$ cat src/rtl/fir_ctrl_if.sv
// Bundle of the fir_ctrl bus-side signals: upstream samples, result strobe,
// host coefficient access and the FIR core port.
//   slave  : fir_ctrl side (drives s_ready, m_*, cfg_ack/rdata/err, fir_* controls, sample_cnt)
//   master : environment side (upstream source, host, FIR core)
interface fir_ctrl_if #(
  parameter int unsigned DATA_WIDTH = 16
);
  localparam int unsigned ADDR_W = 4;
  localparam int unsigned CNT_W  = 16;

  // upstream sample stream
  logic                  s_valid;
  logic [DATA_WIDTH-1:0] s_data;
  logic                  s_ready;
  // result strobe
  logic                  m_valid;
  logic [DATA_WIDTH-1:0] m_data;
  // host coefficient access
  logic                  cfg_req;
  logic                  cfg_we;
  logic [ADDR_W-1:0]     cfg_addr;
  logic [DATA_WIDTH-1:0] cfg_wdata;
  logic                  cfg_ack;
  logic [DATA_WIDTH-1:0] cfg_rdata;
  logic                  cfg_err;
  // FIR core port
  logic                  fir_valid;
  logic [DATA_WIDTH-1:0] fir_sample;
  logic [DATA_WIDTH-1:0] fir_result;
  logic                  fir_we;
  logic [ADDR_W-1:0]     fir_addr;
  logic [DATA_WIDTH-1:0] fir_wdata;
  logic [DATA_WIDTH-1:0] fir_rdata;
  // results emitted
  logic [CNT_W-1:0]      sample_cnt;

  modport slave (
    input  s_valid, s_data, cfg_req, cfg_we, cfg_addr, cfg_wdata, fir_result, fir_rdata,
    output s_ready, m_valid, m_data, cfg_ack, cfg_rdata, cfg_err,
           fir_valid, fir_sample, fir_we, fir_addr, fir_wdata, sample_cnt
  );

  modport master (
    output s_valid, s_data, cfg_req, cfg_we, cfg_addr, cfg_wdata, fir_result, fir_rdata,
    input  s_ready, m_valid, m_data, cfg_ack, cfg_rdata, cfg_err,
           fir_valid, fir_sample, fir_we, fir_addr, fir_wdata, sample_cnt
  );
endinterface

$ cat src/rtl/fir_ctrl.sv
// Sequencer/arbiter in front of a 4-tap IDLE/SHIFT/CALC FIR core. Issues one
// sample at a time to the core, captures its result, and lets a host read or
// write coefficients only while no calculation is in flight.
// Ports:
//   clk     : clock
//   rst     : synchronous active-high reset (shared with the core)
//   ctrl_if : fir_ctrl_if.slave (samples, results, host cfg, core port, sample_cnt)
// Optional: define FIR_CTRL_VERIFY_EN to read back every coefficient write
// (VFY_RD/VFY_RW) and flag a mismatch through cfg_err.
module fir_ctrl #(
  parameter int unsigned N          = 4,
  parameter int unsigned DATA_WIDTH = 16
) (
  input logic       clk,
  input logic       rst,
  fir_ctrl_if.slave ctrl_if
);

  localparam int unsigned ADDR_W = 4;
  localparam int unsigned CNT_W  = 16;
  localparam logic [ADDR_W:0] N_LIM = (ADDR_W+1)'(N);

  typedef enum logic [3:0] {
    IDLE     = 4'd0,
    ISSUE    = 4'd1,
    BUSY1    = 4'd2,
    BUSY2    = 4'd3,
    CAPT     = 4'd4,
    CFG_WR   = 4'd5,
    CFG_RD   = 4'd6,
    CFG_RW   = 4'd7,
    CFG_DONE = 4'd8,
    VFY_RD   = 4'd9,
    VFY_RW   = 4'd10
  } state_e;

  typedef enum logic {
    LAST_SAMPLE = 1'b0,
    LAST_CFG    = 1'b1
  } last_e;

  state_e                state_q, state_d;
  last_e                 last_q, last_d;
  logic                  s_ready_q, s_ready_d;
  logic                  m_valid_q, m_valid_d;
  logic [DATA_WIDTH-1:0] m_data_q, m_data_d;
  logic [CNT_W-1:0]      cnt_q, cnt_d;
  logic                  cfg_ack_q, cfg_ack_d;
  logic                  cfg_err_q, cfg_err_d;
  logic [DATA_WIDTH-1:0] cfg_rdata_q, cfg_rdata_d;
  logic                  fir_valid_q, fir_valid_d;
  logic [DATA_WIDTH-1:0] fir_sample_q, fir_sample_d;
  logic                  fir_we_q, fir_we_d;
  logic [ADDR_W-1:0]     fir_addr_q, fir_addr_d;
  logic [DATA_WIDTH-1:0] fir_wdata_q, fir_wdata_d;

  logic addr_bad_c;
  logic take_sample_c;

  assign addr_bad_c    = {1'b0, ctrl_if.cfg_addr} >= N_LIM;
  // s_ready is precomputed from the arbitration outcome, so a handshake is the grant
  assign take_sample_c = ctrl_if.s_valid && s_ready_q;

  // Next state and next registered outputs
  always_comb begin
    state_d      = state_q;
    last_d       = last_q;
    s_ready_d    = 1'b0;
    m_valid_d    = 1'b0;
    m_data_d     = m_data_q;
    cnt_d        = cnt_q;
    cfg_ack_d    = 1'b0;
    cfg_err_d    = 1'b0;
    cfg_rdata_d  = '0;
    fir_valid_d  = 1'b0;
    fir_sample_d = fir_sample_q;
    fir_we_d     = 1'b0;
    fir_addr_d   = fir_addr_q;
    fir_wdata_d  = fir_wdata_q;

    case (state_q)
      IDLE: begin
        if (take_sample_c) begin
          state_d      = ISSUE;
          last_d       = LAST_SAMPLE;
          fir_valid_d  = 1'b1;
          fir_sample_d = ctrl_if.s_data;
        end else if (ctrl_if.cfg_req) begin
          last_d = LAST_CFG;
          if (addr_bad_c) begin
            // out-of-range index never touches the core
            state_d   = CFG_DONE;
            cfg_ack_d = 1'b1;
            cfg_err_d = 1'b1;
          end else if (ctrl_if.cfg_we) begin
            state_d     = CFG_WR;
            fir_we_d    = 1'b1;
            fir_addr_d  = ctrl_if.cfg_addr;
            fir_wdata_d = ctrl_if.cfg_wdata;
          end else begin
            state_d    = CFG_RD;
            fir_addr_d = ctrl_if.cfg_addr;
          end
        end
      end
      ISSUE: state_d = BUSY1;
      BUSY1: state_d = BUSY2;
      BUSY2: state_d = CAPT;
      CAPT: begin
        state_d   = IDLE;
        m_valid_d = 1'b1;
        m_data_d  = ctrl_if.fir_result;
        cnt_d     = cnt_q + CNT_W'(1);
      end
      CFG_WR: begin
`ifdef FIR_CTRL_VERIFY_EN
        state_d = VFY_RD;
`else
        state_d   = CFG_DONE;
        cfg_ack_d = 1'b1;
`endif
      end
      CFG_RD: state_d = CFG_RW;
      CFG_RW: begin
        // core readback is registered: data for CFG_RD's address is valid now
        state_d     = CFG_DONE;
        cfg_ack_d   = 1'b1;
        cfg_rdata_d = ctrl_if.fir_rdata;
      end
`ifdef FIR_CTRL_VERIFY_EN
      VFY_RD: state_d = VFY_RW;
      VFY_RW: begin
        state_d   = CFG_DONE;
        cfg_ack_d = 1'b1;
        cfg_err_d = (ctrl_if.fir_rdata != fir_wdata_q);
      end
`endif
      CFG_DONE: state_d = IDLE;
      default:  state_d = IDLE;
    endcase

    // offer the sample side unless a pending host request is owed its turn
    s_ready_d = (state_d == IDLE) && ((last_d == LAST_CFG) || !ctrl_if.cfg_req);
  end

  // State and output registers
  always_ff @(posedge clk) begin
    if (rst) begin
      state_q      <= IDLE;
      last_q       <= LAST_CFG;
      s_ready_q    <= 1'b0;
      m_valid_q    <= 1'b0;
      m_data_q     <= '0;
      cnt_q        <= '0;
      cfg_ack_q    <= 1'b0;
      cfg_err_q    <= 1'b0;
      cfg_rdata_q  <= '0;
      fir_valid_q  <= 1'b0;
      fir_sample_q <= '0;
      fir_we_q     <= 1'b0;
      fir_addr_q   <= '0;
      fir_wdata_q  <= '0;
    end else begin
      state_q      <= state_d;
      last_q       <= last_d;
      s_ready_q    <= s_ready_d;
      m_valid_q    <= m_valid_d;
      m_data_q     <= m_data_d;
      cnt_q        <= cnt_d;
      cfg_ack_q    <= cfg_ack_d;
      cfg_err_q    <= cfg_err_d;
      cfg_rdata_q  <= cfg_rdata_d;
      fir_valid_q  <= fir_valid_d;
      fir_sample_q <= fir_sample_d;
      fir_we_q     <= fir_we_d;
      fir_addr_q   <= fir_addr_d;
      fir_wdata_q  <= fir_wdata_d;
    end
  end

  assign ctrl_if.s_ready    = s_ready_q;
  assign ctrl_if.m_valid    = m_valid_q;
  assign ctrl_if.m_data     = m_data_q;
  assign ctrl_if.sample_cnt = cnt_q;
  assign ctrl_if.cfg_ack    = cfg_ack_q;
  assign ctrl_if.cfg_err    = cfg_err_q;
  assign ctrl_if.cfg_rdata  = cfg_rdata_q;
  assign ctrl_if.fir_valid  = fir_valid_q;
  assign ctrl_if.fir_sample = fir_sample_q;
  assign ctrl_if.fir_we     = fir_we_q;
  assign ctrl_if.fir_addr   = fir_addr_q;
  assign ctrl_if.fir_wdata  = fir_wdata_q;

endmodule

$ cat src/flat_wrapper.sv
// flat-port wrapper written by rule: the top's interface ports become plain ports
module fir_ctrl_flat 
#(
  parameter int unsigned N          = 4,
  parameter int unsigned DATA_WIDTH = 16
)
  (clk, rst, ctrl_if_s_valid, ctrl_if_s_data, ctrl_if_cfg_req, ctrl_if_cfg_we, ctrl_if_cfg_addr, ctrl_if_cfg_wdata, ctrl_if_fir_result, ctrl_if_fir_rdata, ctrl_if_s_ready, ctrl_if_m_valid, ctrl_if_m_data, ctrl_if_cfg_ack, ctrl_if_cfg_rdata, ctrl_if_cfg_err, ctrl_if_fir_valid, ctrl_if_fir_sample, ctrl_if_fir_we, ctrl_if_fir_addr, ctrl_if_fir_wdata, ctrl_if_sample_cnt);
  fir_ctrl_if #(.DATA_WIDTH(DATA_WIDTH)) ctrl_if_i ();
  input logic clk;
  input logic rst;
  input wire logic [$bits(ctrl_if_i.s_valid)-1:0] ctrl_if_s_valid;
  input wire logic [$bits(ctrl_if_i.s_data)-1:0] ctrl_if_s_data;
  input wire logic [$bits(ctrl_if_i.cfg_req)-1:0] ctrl_if_cfg_req;
  input wire logic [$bits(ctrl_if_i.cfg_we)-1:0] ctrl_if_cfg_we;
  input wire logic [$bits(ctrl_if_i.cfg_addr)-1:0] ctrl_if_cfg_addr;
  input wire logic [$bits(ctrl_if_i.cfg_wdata)-1:0] ctrl_if_cfg_wdata;
  input wire logic [$bits(ctrl_if_i.fir_result)-1:0] ctrl_if_fir_result;
  input wire logic [$bits(ctrl_if_i.fir_rdata)-1:0] ctrl_if_fir_rdata;
  output wire logic [$bits(ctrl_if_i.s_ready)-1:0] ctrl_if_s_ready;
  output wire logic [$bits(ctrl_if_i.m_valid)-1:0] ctrl_if_m_valid;
  output wire logic [$bits(ctrl_if_i.m_data)-1:0] ctrl_if_m_data;
  output wire logic [$bits(ctrl_if_i.cfg_ack)-1:0] ctrl_if_cfg_ack;
  output wire logic [$bits(ctrl_if_i.cfg_rdata)-1:0] ctrl_if_cfg_rdata;
  output wire logic [$bits(ctrl_if_i.cfg_err)-1:0] ctrl_if_cfg_err;
  output wire logic [$bits(ctrl_if_i.fir_valid)-1:0] ctrl_if_fir_valid;
  output wire logic [$bits(ctrl_if_i.fir_sample)-1:0] ctrl_if_fir_sample;
  output wire logic [$bits(ctrl_if_i.fir_we)-1:0] ctrl_if_fir_we;
  output wire logic [$bits(ctrl_if_i.fir_addr)-1:0] ctrl_if_fir_addr;
  output wire logic [$bits(ctrl_if_i.fir_wdata)-1:0] ctrl_if_fir_wdata;
  output wire logic [$bits(ctrl_if_i.sample_cnt)-1:0] ctrl_if_sample_cnt;
  assign ctrl_if_i.s_valid = ctrl_if_s_valid;
  assign ctrl_if_i.s_data = ctrl_if_s_data;
  assign ctrl_if_i.cfg_req = ctrl_if_cfg_req;
  assign ctrl_if_i.cfg_we = ctrl_if_cfg_we;
  assign ctrl_if_i.cfg_addr = ctrl_if_cfg_addr;
  assign ctrl_if_i.cfg_wdata = ctrl_if_cfg_wdata;
  assign ctrl_if_i.fir_result = ctrl_if_fir_result;
  assign ctrl_if_i.fir_rdata = ctrl_if_fir_rdata;
  assign ctrl_if_s_ready = ctrl_if_i.s_ready;
  assign ctrl_if_m_valid = ctrl_if_i.m_valid;
  assign ctrl_if_m_data = ctrl_if_i.m_data;
  assign ctrl_if_cfg_ack = ctrl_if_i.cfg_ack;
  assign ctrl_if_cfg_rdata = ctrl_if_i.cfg_rdata;
  assign ctrl_if_cfg_err = ctrl_if_i.cfg_err;
  assign ctrl_if_fir_valid = ctrl_if_i.fir_valid;
  assign ctrl_if_fir_sample = ctrl_if_i.fir_sample;
  assign ctrl_if_fir_we = ctrl_if_i.fir_we;
  assign ctrl_if_fir_addr = ctrl_if_i.fir_addr;
  assign ctrl_if_fir_wdata = ctrl_if_i.fir_wdata;
  assign ctrl_if_sample_cnt = ctrl_if_i.sample_cnt;
  fir_ctrl #(.N(N), .DATA_WIDTH(DATA_WIDTH)) u_core (.clk(clk), .rst(rst), .ctrl_if(ctrl_if_i));
endmodule
$ cat config.mk
export PLATFORM = sky130hd
export DESIGN_NAME = fir_ctrl_flat
export DESIGN_NICKNAME = d
export VERILOG_FILES = /design/src/rtl/fir_ctrl_if.sv /design/src/rtl/fir_ctrl.sv /design/src/flat_wrapper.sv
export SDC_FILE = /design/constraint.sdc
export NUM_CORES = 1
export LEC_CHECK = 0
export CAP_MARGIN = 40
export CORE_MARGIN = 3
export CORE_UTILIZATION = 47
export CTS_CLUSTER_DIAMETER = 200
export DETAILED_ROUTE_END_ITERATION = 10
export DONT_BUFFER_PORTS = 1
export MAX_ROUTING_LAYER = met4
export PLACE_DENSITY_LB_ADDON = 0.08
export SLEW_MARGIN = 20
export SYNTH_ARGS = -nofsm -noshare
export SYNTH_HDL_FRONTEND = slang
export SYNTH_SLANG_ARGS = --single-unit
$ cat constraint.sdc
create_clock -name clk -period 2.3 [get_ports clk]
set_clock_uncertainty 0.2 [all_clocks]
set_input_delay 0.575 -clock clk [delete_from_list [all_inputs] [get_ports clk]]
set_output_delay 0.575 -clock clk [all_outputs]
set_load 0.02 [all_outputs]
Word-level counts from Yosys, hierarchy flattened:

Cells that the tools add are included.

* register bits after elaboration: 95
* input port bits: 73

* equal/unequal tests: 7
* bitwise operators: 5
* reductions and logical operators: 13
* add/subtract/negate cells: 1
* magnitude comparators: 1
* mux-type cells: 15

Operator list (count)
* case mux 4 bit (6 select lines): 1
* adder 16 x 1 -> 16 bit, second input constant: 1
* == test 4 x 3 -> 1 bit, second input constant: 4
* two-way mux 4 bit: 3
* two-way mux 1 bit: 9
* == test 4 x 2 -> 1 bit, second input constant: 2
* logical NOT 4 bit: 2
* OR reduction 2 bit: 3
* NOT 1 bit: 5
* AND reduction 5 bit: 1
* OR reduction 5 bit: 1
* == test 4 x 1 -> 1 bit, second input constant: 1
* greater-or-equal comparator 4 x 3 -> 1 bit, second input constant: 1
* AND reduction 4 bit: 1
* logical AND 1 bit: 2
* two-way mux 2 bit: 1
* case mux 1 bit (2 select lines): 1
* AND reduction 2 bit: 1
* logical NOT 1 bit: 1
* logical OR 1 bit: 1

Depth between registers and ports, before layout:

* word-level depth: 7
* depth in mapped cells: 7
* mapped depth without buffers: 5

Worst setup path after synthesis:

No wires, ideal clock.

* kind: register to register
* start point: register u_core.state_q[0]
* end point: register u_core.cnt_q[13] (netlist: u_core.ctrl_if.sample_cnt[13])
* buffers on the path: 2
* clock period less this slack: 2.180 ns
* arrival: 1.910 ns
* data required time: 2.030 ns
* setup slack: 0.120 ns
* stages on the path, launching flop included: 7
* cells stage by stage: dfxtp_1 > buf_6 > or4b_4 > or2_1 > buf_6 > or4_1 > a21oi_1

* longest elaborated chain between the ends: 1

Ends and longest elaborated chain
* start, declared: line fir_ctrl.sv:42 `state_e state_q, state_d;`
* start signal, assigned: line fir_ctrl.sv:164 `state_q <= state_d;`
* == test 4 x 3 -> 1 bit: line fir_ctrl.sv:81 `case (state_q)`
* end signal, assigned: line fir_ctrl.sv:169 `cnt_q <= cnt_d;`
* end, declared: line fir_ctrl.sv:47 `logic [CNT_W-1:0] cnt_q, cnt_d;`

Every way passes these cells.
A chain may end at the register's enable or synchronous reset.

Worst setup path in the final report:

* start point: register u_core.state_q[1]
* end point: register u_core.cnt_q[15] (netlist: u_core.ctrl_if.sample_cnt[15])

The elaborated chain is that of the path after synthesis.

==> impl_metrics.prom <==
# TYPE chip_impl_metric gauge
chip_impl_info{name="status",value="finished, final reports clean"} 1
chip_impl_info{name="setup.worst_path.start_class",value="flop"} 1
chip_impl_metric{name="grt_start_max_net_pins",unit=""} 81
chip_impl_metric{name="cts.repair_timing.setup_buffer_count",unit=""} 0
chip_impl_metric{name="crit_cells",unit=""} 4
chip_impl_metric{name="timing.final.crit_share",unit="%"} 93.1
chip_impl_metric{name="postPlaceCellArea",unit="um^2"} 3610
chip_impl_metric{name="tritoncts_num_sinks",unit=""} 95
chip_impl_info{name="worstReg2RegEnd",value="u_core.ctrl_if.sample_cnt[15]"} 1
chip_impl_metric{name="number_of_endpoints_with_negative_hold_slack_in_the_final_report",unit=""} 0
chip_impl_info{name="cts.root.buffer_cell",value="sky130_fd_sc_hd__clkbuf_8"} 1
chip_impl_metric{name="drc",unit=""} 0
chip_impl_metric{name="area_growth_syn_to_layout",unit="%"} 12.7
chip_impl_metric{name="cts_htree_levels",unit=""} 3
chip_impl_metric{name="worst_slew_margin_rel",unit="%"} 71.6
chip_impl_metric{name="ff_latch_area",unit="um^2"} 1900
chip_impl_metric{name="clk_transition_reported_paths",unit="ps"} 90
chip_impl_metric{name="fin_tns_setup",unit="ps"} 0
chip_impl_metric{name="final_nets",unit=""} 476
chip_impl_metric{name="leakage_power",unit="nW"} 1.37
chip_impl_metric{name="grt_antenna_before_repair",unit=""} 0
chip_impl_metric{name="initial_core_utilization",unit="%"} 49.3
chip_impl_metric{name="timing.reg2reg.worst_path_depth",unit=""} 4
chip_impl_metric{name="async_flop_share",unit="%"} 0
chip_impl_metric{name="route.final.wire_length",unit="um"} 7610
chip_impl_metric{name="worst_path_largest_cell_delay",unit="ps"} 530
chip_impl_metric{name="worstHoldPathCells",unit=""} 1
chip_impl_metric{name="path_buf_inv",unit=""} 0
chip_impl_metric{name="clock_latency",unit="ps"} 350
chip_impl_metric{name="fill_cells",unit=""} 636
chip_impl_metric{name="synth_top_area_share",unit="%"} 55.6
chip_impl_metric{name="finish.instance_area",unit="um^2"} 3860
chip_impl_metric{name="synth_cells",unit=""} 395
chip_impl_metric{name="timing_worst_slew_pin_value",unit="ps"} 424
chip_impl_metric{name="dp_hpwl",unit="um"} 5320
chip_impl_metric{name="final_period_minus_worst_setup_slack",unit="ps"} 2140
chip_impl_metric{name="gr-usage-all-layers",unit="%"} 18.3
chip_impl_metric{name="synth.yosys.seq_area_share",unit="%"} 55.6
chip_impl_metric{name="mean_number_of_vias_per_cell",unit=""} 5.32
chip_impl_info{name="setup_repair_after_global_routing_missed_its_margin",value="false"} 1
chip_impl_metric{name="grt_overflow",unit=""} 0
chip_impl_info{name="ys_top_cells_by_area",value="sky130_fd_sc_hd__dfxtp_1 56%, sky130_fd_sc_hd__nand2_1 12%, sky130_fd_sc_hd__a21oi_1 8.8%, sky130_fd_sc_hd__and2_1 3.1%, sky130_fd_sc_hd__nor2_1 2.4%"} 1
chip_impl_metric{name="power.density_cell_area",unit="nW/um^2"} 871
chip_impl_metric{name="syn-num-nets",unit=""} 469
chip_impl_metric{name="critPathMaxFanout",unit=""} 9
chip_impl_info{name="most_used_standard_cell_by_instance_count_after_synthesis",value="sky130_fd_sc_hd__nand2_1"} 1
chip_impl_info{name="holdCritStartpoint",value="rst"} 1
chip_impl_metric{name="first_iter_violations",unit=""} 69
chip_impl_info{name="cp_slowest_cell",value="sky130_fd_sc_hd__or4b_4"} 1
chip_impl_metric{name="hold_slack",unit="ps"} 80.4
chip_impl_info{name="min_to",value="u_core.ctrl_if.fir_wdata[3]"} 1
chip_impl_metric{name="final_max_slew_viol_count",unit=""} 0
chip_impl_metric{name="drive_above_1_share",unit="%"} 10.8
chip_impl_metric{name="port_buffers",unit=""} 0
chip_impl_metric{name="design.portCount",unit=""} 163
chip_impl_metric{name="netlist_area",unit="um^2"} 3420
chip_impl_info{name="min-delay-path-class",value="input pin to flop"} 1
chip_impl_metric{name="peakVddDrop",unit="V"} 0.000477
chip_impl_metric{name="maxCapViolations",unit=""} 0
chip_impl_info{name="post_synth_most_frequent_cells",value="105 x sky130_fd_sc_hd__nand2_1, 95 x sky130_fd_sc_hd__dfxtp_1, 60 x sky130_fd_sc_hd__a21oi_1, 22 x sky130_fd_sc_hd__nor2_1, 19 x sky130_fd_sc_hd__clkbuf_1"} 1
chip_impl_metric{name="syn_avg_cell_area",unit="um^2"} 8.67
chip_impl_info{name="synth_ff_type",value="sky130_fd_sc_hd__dfxtp_1"} 1
chip_impl_metric{name="die-area",unit="um^2"} 8340
chip_impl_metric{name="multiInputGateArea",unit="um^2"} 1400
chip_impl_metric{name="core_region_area",unit="um^2"} 6940
chip_impl_metric{name="data_arrival_time_of_the_worst_path",unit="ps"} 2220
chip_impl_metric{name="max-clock-path-buffers",unit=""} 2
chip_impl_metric{name="synth-seq-cells",unit=""} 95
chip_impl_metric{name="cp.required",unit="ps"} 2380
chip_impl_metric{name="regToRegSetupSlack",unit="ps"} 160
chip_impl_metric{name="ys_types",unit=""} 39
chip_impl_metric{name="vias_in_the_first_global_route",unit=""} 2439
chip_impl_info{name="worstReg2RegStart",value="u_core.state_q[1]"} 1
chip_impl_info{name="crit_family",value="simple AND/OR/NAND/NOR gates"} 1
chip_impl_metric{name="fmax",unit="GHz"} 0.467
chip_impl_metric{name="via_count",unit=""} 2676
chip_impl_info{name="post-synth-top-area-cell",value="sky130_fd_sc_hd__dfxtp_1"} 1
chip_impl_metric{name="routedWlPerCell",unit="um"} 15.1
chip_impl_metric{name="totalPowerFinal",unit="W"} 0.00336
chip_impl_metric{name="grt_first_pass_wirelength",unit="um"} 11800
chip_impl_metric{name="die_width",unit="um"} 91.3
chip_impl_metric{name="count_of_flip_flops_with_a_built_in_enable_after_synthesis",unit=""} 0
chip_impl_metric{name="antenna-diode-count",unit=""} 0
chip_impl_info{name="tritoncts_clock_tree",value="built"} 1
chip_impl_metric{name="detail-route-antenna-nets",unit=""} 0
chip_impl_info{name="timing.critical_path.cells",value="or4b_4, or2_1, or4_1, a21oi_1"} 1
chip_impl_info{name="crit_type",value="flop to flop"} 1
chip_impl_metric{name="final_weighted_congestion_of_routability_driven_global_placement",unit=""} 0.743
chip_impl_metric{name="ys.warnings.count",unit=""} 0
chip_impl_metric{name="floorplan.die.height",unit="um"} 91.3
chip_impl_metric{name="cts-buffers-inserted",unit=""} 9
chip_impl_metric{name="first_pass_iters",unit=""} 4
chip_impl_metric{name="setup_viol_count_final",unit=""} 0
chip_impl_metric{name="cts-resized-gates",unit=""} 0
chip_impl_metric{name="floorplan.rows",unit=""} 30
chip_impl_metric{name="post_cts_hold_buffer_count",unit=""} 0
chip_impl_info{name="critPathCaptureType",value="flop"} 1
-- worst max-delay path by stage --
stage | start | end | slack, ps
detailed placement | u_core.state_q[1] | u_core.ctrl_if.sample_cnt[15] | 180
finish | u_core.state_q[1] | u_core.ctrl_if.sample_cnt[15] | 160
global route | u_core.state_q[1] | u_core.ctrl_if.sample_cnt[15] | 70
global placement | u_core.state_q[1] | u_core.ctrl_if.sample_cnt[15] | 220
CTS | u_core.state_q[1] | u_core.ctrl_if.sample_cnt[15] | 160
floorplan | u_core.state_q[0] | u_core.ctrl_if.sample_cnt[13] | 120
-- registers in the layout, summed over array words and instances, names as in the netlist --
name                       flops
u_core.ctrl_if.cfg_rdata      16
u_core.ctrl_if.fir_sample     16
u_core.ctrl_if.fir_wdata      16
u_core.ctrl_if.m_data         16
u_core.ctrl_if.sample_cnt     16
u_core.ctrl_if.fir_addr        4
u_core.state_q                 4
u_core.ctrl_if.cfg_ack         1
u_core.ctrl_if.cfg_err         1
u_core.ctrl_if.fir_valid       1
u_core.ctrl_if.fir_we          1
u_core.ctrl_if.m_valid         1
u_core.ctrl_if.s_ready         1
u_core.last_q                  1
-- metal layers --
| metal | vias up | global-route usage [%] | routed length, um |
|---|---|---|---|
| li1 | 1325 | - | - |
| met1 | 1225 | 21.0 | 3070 |
| met2 | 116 | 27.7 | 3530 |
| met3 | 10 | 7.95 | 870 |
| met4 | 0 | 7.91 | 140 |
| met5 | - | - | 0 |
-- report_power, final --
group / internal [W] / switching [W]
registers: 0.00170 / 0.000100
logic: 0.000109 / 0.000138
clock network: 0.000726 / 0.000582
-- final cells by class --
type | count | area share [%]
well taps | 96 | 3.11
flip-flops and latches | 95 | 49.3
clock buffers | 9 | 3.21
multi-input cells | 271 | 36.4
clock inverters | 7 | 3.11
inverters | 3 | 0.292
repair buffers | 22 | 4.60
-- stage by stage --
step / util [%] / worst slack [ps] / std cells
finish: 55.6 / 159 / 503
global route: 55.6 / 71.6 / 503
CTS: 55.6 / 159 / 503
detailed placement: 52.1 / 178 / 487
global placement: 52.1 / 218 / 487
floorplan: - / 120 / 395
-- cells in the final DEF (no fill, tap or decap), types with 2 or more instances in the layout --
cell type	Yosys	layout
sky130_fd_sc_hd__a21oi_1	60	60
sky130_fd_sc_hd__and2_1	17	17
sky130_fd_sc_hd__and3_1	2	2
sky130_fd_sc_hd__and3b_1	2	2
sky130_fd_sc_hd__and4_1	3	3
sky130_fd_sc_hd__buf_4	1	21
sky130_fd_sc_hd__bufinv_16	0	3
sky130_fd_sc_hd__clkbuf_8	0	9
sky130_fd_sc_hd__dfxtp_1	95	95
sky130_fd_sc_hd__inv_1	3	3
sky130_fd_sc_hd__mux2i_1	2	2
sky130_fd_sc_hd__nand2_1	105	105
sky130_fd_sc_hd__nand3_1	7	7
sky130_fd_sc_hd__nand4_1	4	4
sky130_fd_sc_hd__nor2_1	22	22
sky130_fd_sc_hd__nor3_1	2	2
sky130_fd_sc_hd__nor3b_1	2	2
sky130_fd_sc_hd__o21ai_0	5	5
sky130_fd_sc_hd__o31ai_1	5	5
sky130_fd_sc_hd__or3_1	2	2
sky130_fd_sc_hd__or4_1	6	6
sky130_fd_sc_hd__xnor2_1	4	4
sky130_fd_sc_hd__xor2_1	5	5
-- cell families (layout without fill, tap and decap cells) --
family	Yosys count	after routing	synth area share, %
simple gates	185	185	25.7
flops	95	95	55.6
compound gates	74	74	11.7
buf+inv	29	41	3.87
xor+xnor	9	9	2.30
mux	2	2	0.585
fa+ha+maj	1	1	0.365
Note: power is estimated with default switching activity, not from simulation.
==> RTL edit 1, RTL diff (config.mk and constraints unchanged) <==
Build with the macro `FIR_CTRL_VERIFY_EN` defined.
--- a/src/rtl/fir_ctrl.sv
+++ b/src/rtl/fir_ctrl.sv
@@ -7,6 +7,8 @@
 //   ctrl_if : fir_ctrl_if.slave (samples, results, host cfg, core port, sample_cnt)
 // Optional: define FIR_CTRL_VERIFY_EN to read back every coefficient write
 // (VFY_RD/VFY_RW) and flag a mismatch through cfg_err.
+`define FIR_CTRL_VERIFY_EN
+
 module fir_ctrl #(
   parameter int unsigned N          = 4,
   parameter int unsigned DATA_WIDTH = 16
Check against the original RTL: not equivalent (a bounded check fails within 4 cycles, from zero or initial values and one cycle with rst high).
==> RTL edit 1 against the original RTL <==
  * Cell area up 2.5%
  * Synthesized area up 6.1%
  * Setup slack better by 0.21 ns
  * Sequential power up 3%
  * Cell count up 2.0%
  * Total power down 4.1%
  * Sequential cell count unchanged
  * Sequential share of layout area down 1.2 points
  * Routed wire length up 5.2%
  * Combinational power up 35%
  * Via count about the same
  * Die area up 5.7%
==> RTL edit 1: results (changes against the original RTL) <==
placed cell count=497 (was 487); Critical Path AT=1.98 ns (was 2.22 ns); Yosys cell types=37 (was 39); GP Congestion=0.840 (was 0.743); vias in the first global route=2583 (was 2439); sequential-to-total area share from yosys stat=52.4% (was 55.6%); hpwl dp=5.73 mm (was 5.32 mm); share of cells above drive strength 1=8.45% (was 10.8%); largest cells by area after synthesis=dfxtp_1, nand2_1, a21oi_1 (unchanged); Total GRT Usage=18.7% (was 18.3%); outcome=complete, no violations (unchanged); post-synthesis adder-cell area fraction=0.345% (was 0.365%); top cells by count, synth=dfxtp_1, nand2_1, a21oi_1, nor2_1 (was nand2_1, dfxtp_1, a21oi_1, nor2_1, clkbuf_1); VDD IR max=0.329 mV (was 0.477 mV); post-place setup slack=0.283 ns (was 0.178 ns); DR vias/cell=5.22 (was 5.32); xor/xnor share of the synthesized area=6.75% (was 2.30%); Slowest-stage cell, CP=dfxtp_1 (was or4b_4); worst min-delay path class=in2reg (unchanged); clock latency on the worst-skew pair=0.35 ns (about the same); Layout Cells excl Fill=513 (was 503); synthesized instance count=406 (was 395); first-pass GRT wire length=12.8 mm (was 11.8 mm); Compound-Gate Fraction of Synth Area=8.03% (was 11.7%); Syn Nets=480 (was 469); Tightest Pin Transition=0.533 ns (was 0.424 ns); worst-path maximum fanout=7 (was 9); final WL=8.00 mm (was 7.61 mm); static leakage=1.56 nW (was 1.37 nW); Iter 0 DRT Violations=101 (was 69); largest net degree at the start of global routing=80 (was 81); FILL cells=698 (was 636); CP max stage delay=0.50 ns (was 0.53 ns); post-CTS setup buffer count=0 (unchanged); Placed Instance Area=3770 um^2 (was 3610 um^2); mux cell area share after synthesis=4.96% (was 0.585%)
RTL edit 1: layout make-up:
cell class / instances / area, um^2 / share of cell area [%]
multi-input cells: 287 / 1620 / 40.9
well taps: 99 / 124 / 3.13
clock inverters: 4 / 30.0 / 0.759
clock buffers: 12 / 155 / 3.92
flip-flops and latches: 95 / 1900 / 48.1
inverters: 2 / 7.51 / 0.190
repair buffers: 14 / 118 / 2.97
RTL edit 1: logic make-up (layout without fill, tap and decap cells):
kind of cell / after synthesis / after routing
flip-flops: 95 / 95
AO/OA/AOI/OAI: 55 / 55
multiplexers: 18 / 18
AND/OR/NAND/NOR: 185 / 185
buffers and inverters: 24 / 32
adder cells (fa/ha/maj): 1 / 1
XOR/XNOR: 28 / 28
RTL edit 1: layer usage:
| layer | vias up | global-route usage [%] | routed length (um) |
|---|---|---|---|
| met2 | 100 | 28.1 | 3700 |
| met5 | - | - | 0 |
| met4 | 0 | 7.58 | 128 |
| met3 | 12 | 6.33 | 696 |
| li1 | 1347 | - | - |
| met1 | 1219 | 23.1 | 3470 |
RTL edit 1: path summary, 6_finish.rpt:
check / startpoint / end / slack, ns / cells past startpoint
max reg2reg: u_core.ctrl_if.sample_cnt[6] / u_core.ctrl_if.sample_cnt[13] / 0.37 / 5
max: u_core.ctrl_if.sample_cnt[6] / u_core.ctrl_if.sample_cnt[13] / 0.37 / 5
min: rst / u_core.ctrl_if.m_data[14] / 0.09 / 1
min reg2reg: u_core.last_q / u_core.last_q / 0.32 / 2
RTL edit 1: critical path: cells and delay by family (launching register included):
kind | cells | cell delay (ns)
AND/OR/NAND/NOR | 4 | 0.98
flip-flops | 1 | 0.50
XOR/XNOR | 1 | 0.16
RTL edit 1: where the power goes:
group          leakage, nW  total [mW]  internal [mW]  switching, mW
clock               0.0809        1.02          0.453          0.565
combinational        0.715       0.336          0.149          0.187
sequential           0.768        1.87           1.72          0.148
==> RTL edit 2, RTL diff (same settings) <==
Without the edit above. Reset style: asynchronous (`rst`), changed in one clocked block. Comments in the files are not updated.
--- a/src/rtl/fir_ctrl.sv
+++ b/src/rtl/fir_ctrl.sv
@@ -144,7 +144,7 @@
   end
 
   // State and output registers
-  always_ff @(posedge clk) begin
+  always_ff @(posedge clk or posedge rst) begin
     if (rst) begin
       state_q      <= IDLE;
       last_q       <= LAST_CFG;
Function: differs if rst is asserted again (counterexample within 4 cycles, from zero or initial values and one cycle with rst high); with rst held inactive, the same outputs for 10 cycles.
==> RTL edit 2 against the original RTL <==
  * Routed wire length shrank 7.7%
  * Sequential cell count is the same
  * Cell area increased by 5.9%
  * Critical path type unchanged
  * Sequential share of layout area up 8.9 points
  * Core utilization fell by 0.68 points
  * Synthesized area grew 8.2%
  * Setup slack better by 0.083 ns
Power is not compared: it rests on default switching activity, and its combinational part moved more than twofold at a synthesized area within 25%.
==> RTL edit 2: results (changes against the original RTL) <==
outcome=complete, no violations (unchanged); hold slack=0.0257 ns (was 0.0804 ns); P_clk=1.14 mW; Post-synth ARST share=100% (was 0%); post-place setup slack=0.143 ns (was 0.178 ns); hpwl dp=5.16 mm (was 5.32 mm); GP Congestion=0.760 (was 0.743); yosys warns=0 (unchanged); most common flop cell mapped by yosys=dfrtp_1 (was dfxtp_1); cts repair resizes=0 (unchanged); share of cells above drive strength 1=31.6% (was 10.8%); worst-path maximum fanout=17 (was 9); first-pass GRT wire length=10.8 mm (was 11.8 mm); nets@finish=344 (was 476); largest cells by area after synthesis=dfrtp_1, mux2_2, mux2_4 (was dfxtp_1, nand2_1, a21oi_1); initial antenna violation count=0 (unchanged); top cells by count, synth=dfrtp_1, mux2_2, and2_1, nor2_1, xnor2_1 (was nand2_1, dfxtp_1, a21oi_1, nor2_1, clkbuf_1); relative slew slack=57.1% (was 71.6%); Max H-tree Level=3 (unchanged); clock latency on the worst-skew pair=0.35 ns (about the same); drt drc=0 (unchanged); Layout Cells excl Fill=374 (was 503); Placed Instance Area=3870 um^2 (was 3610 um^2); Cell Int Power=3.37 mW; sequential-to-total area share from yosys stat=64.2% (was 55.6%); Iter 0 DRT Violations=77 (was 69); Clk pwr share=21.2%; VDD IR max=0.553 mV; ANT cells=0 (unchanged); DR WL/cell=18.8 um (was 15.1 um); clock root cell=clkbuf_8 (unchanged); FILL cells=623 (was 636); Total GRT Usage=16.5% (was 18.3%); slack of the worst reg-to-reg path=0.24 ns (was 0.16 ns); Critical Path AT=2.10 ns (was 2.22 ns); drt pass-1 iters=4 (unchanged); FMAX=486 MHz (was 467 MHz); post-CTS setup buffer count=0 (unchanged); largest net degree at the start of global routing=54 (was 81); CTS Buf Count=9 (unchanged); static leakage=around 1.9 nW; Clock Pin Slew Worst Setup and Hold Paths=0.10 ns; worst min-delay path class=in2async (was in2reg); Syn Nets=329 (was 469); register area=2380 um^2 (was 1900 um^2); DR vias/cell=5.31 (was 5.32); Mean Syn Cell Area=14.5 um^2 (was 8.67 um^2); PortBufs=0 (unchanged); placed cell count=358 (was 487); vias in the first global route=2134 (was 2439); Yosys cell types=35 (was 39); Comb pwr share=slightly below 20%; maximum clock path buffer count=2 (unchanged)
==> RTL edit 2: cell types whose count changed after synthesis, moves of 12 or more <==
cell / delta
a21oi_1: -58
clkbuf_1: -16
dfrtp_1: +94
dfxtp_1: -95
mux2_2: +42
nand2_1: -96
nor2_1: -12
==> RTL edit 2: layer usage <==
layer	global-route usage, %	part of all wire (%)	up-vias
met2	23.8	46	119
met1	21.4	43	959
li1	-	-	897
met5	-	0	-
met4	7.57	1.7	0
met3	4.86	9.0	12
==> RTL edit 2: cell families (layout without fill, tap and decap cells) <==
family,after synthesis,count (layout),synth area share (%)
xor gates and xnor gates,16,16,3.78
adders and majority gates,1,1,0.338
buffers and inverters,15,35,2.06
AOI/OAI and AO/OA,13,13,2.26
and+or+nand+nor,64,64,10.9
DFF,95,95,64.2
muxes,51,51,16.4
==> RTL edit 2: final cells by class <==
cell class,count,area share (%)
multi-input combinational,145,30.5
sequential,95,58.2
tap,99,3.03
clock buffer,10,3.37
clock inverter,6,1.84
timing repair buffer,13,2.39
inverter,6,0.643
==> RTL edit 2: critical path, cell delays in order (launching register included) <==
cell     delay [ns]
dfrtp_1        0.39
or3_4          0.43
nor4b_4        0.34
nand2_4        0.23
mux2_4         0.35
==> RTL edit 2: path summary, 6_finish.rpt <==
path	cells past startpoint	start	endpoint
max	4	u_core.state_q[1]	u_core.ctrl_if.fir_wdata[6]
min	2	rst	u_core.ctrl_if.fir_wdata[14]
min reg2reg	2	u_core.last_q	u_core.last_q
max in group asynchronous	2	rst	u_core.ctrl_if.fir_addr[0]
max reg2reg	4	u_core.state_q[1]	u_core.ctrl_if.fir_wdata[6]
min in group clk	1	ctrl_if_fir_rdata[15]	u_core.ctrl_if.cfg_rdata[15]
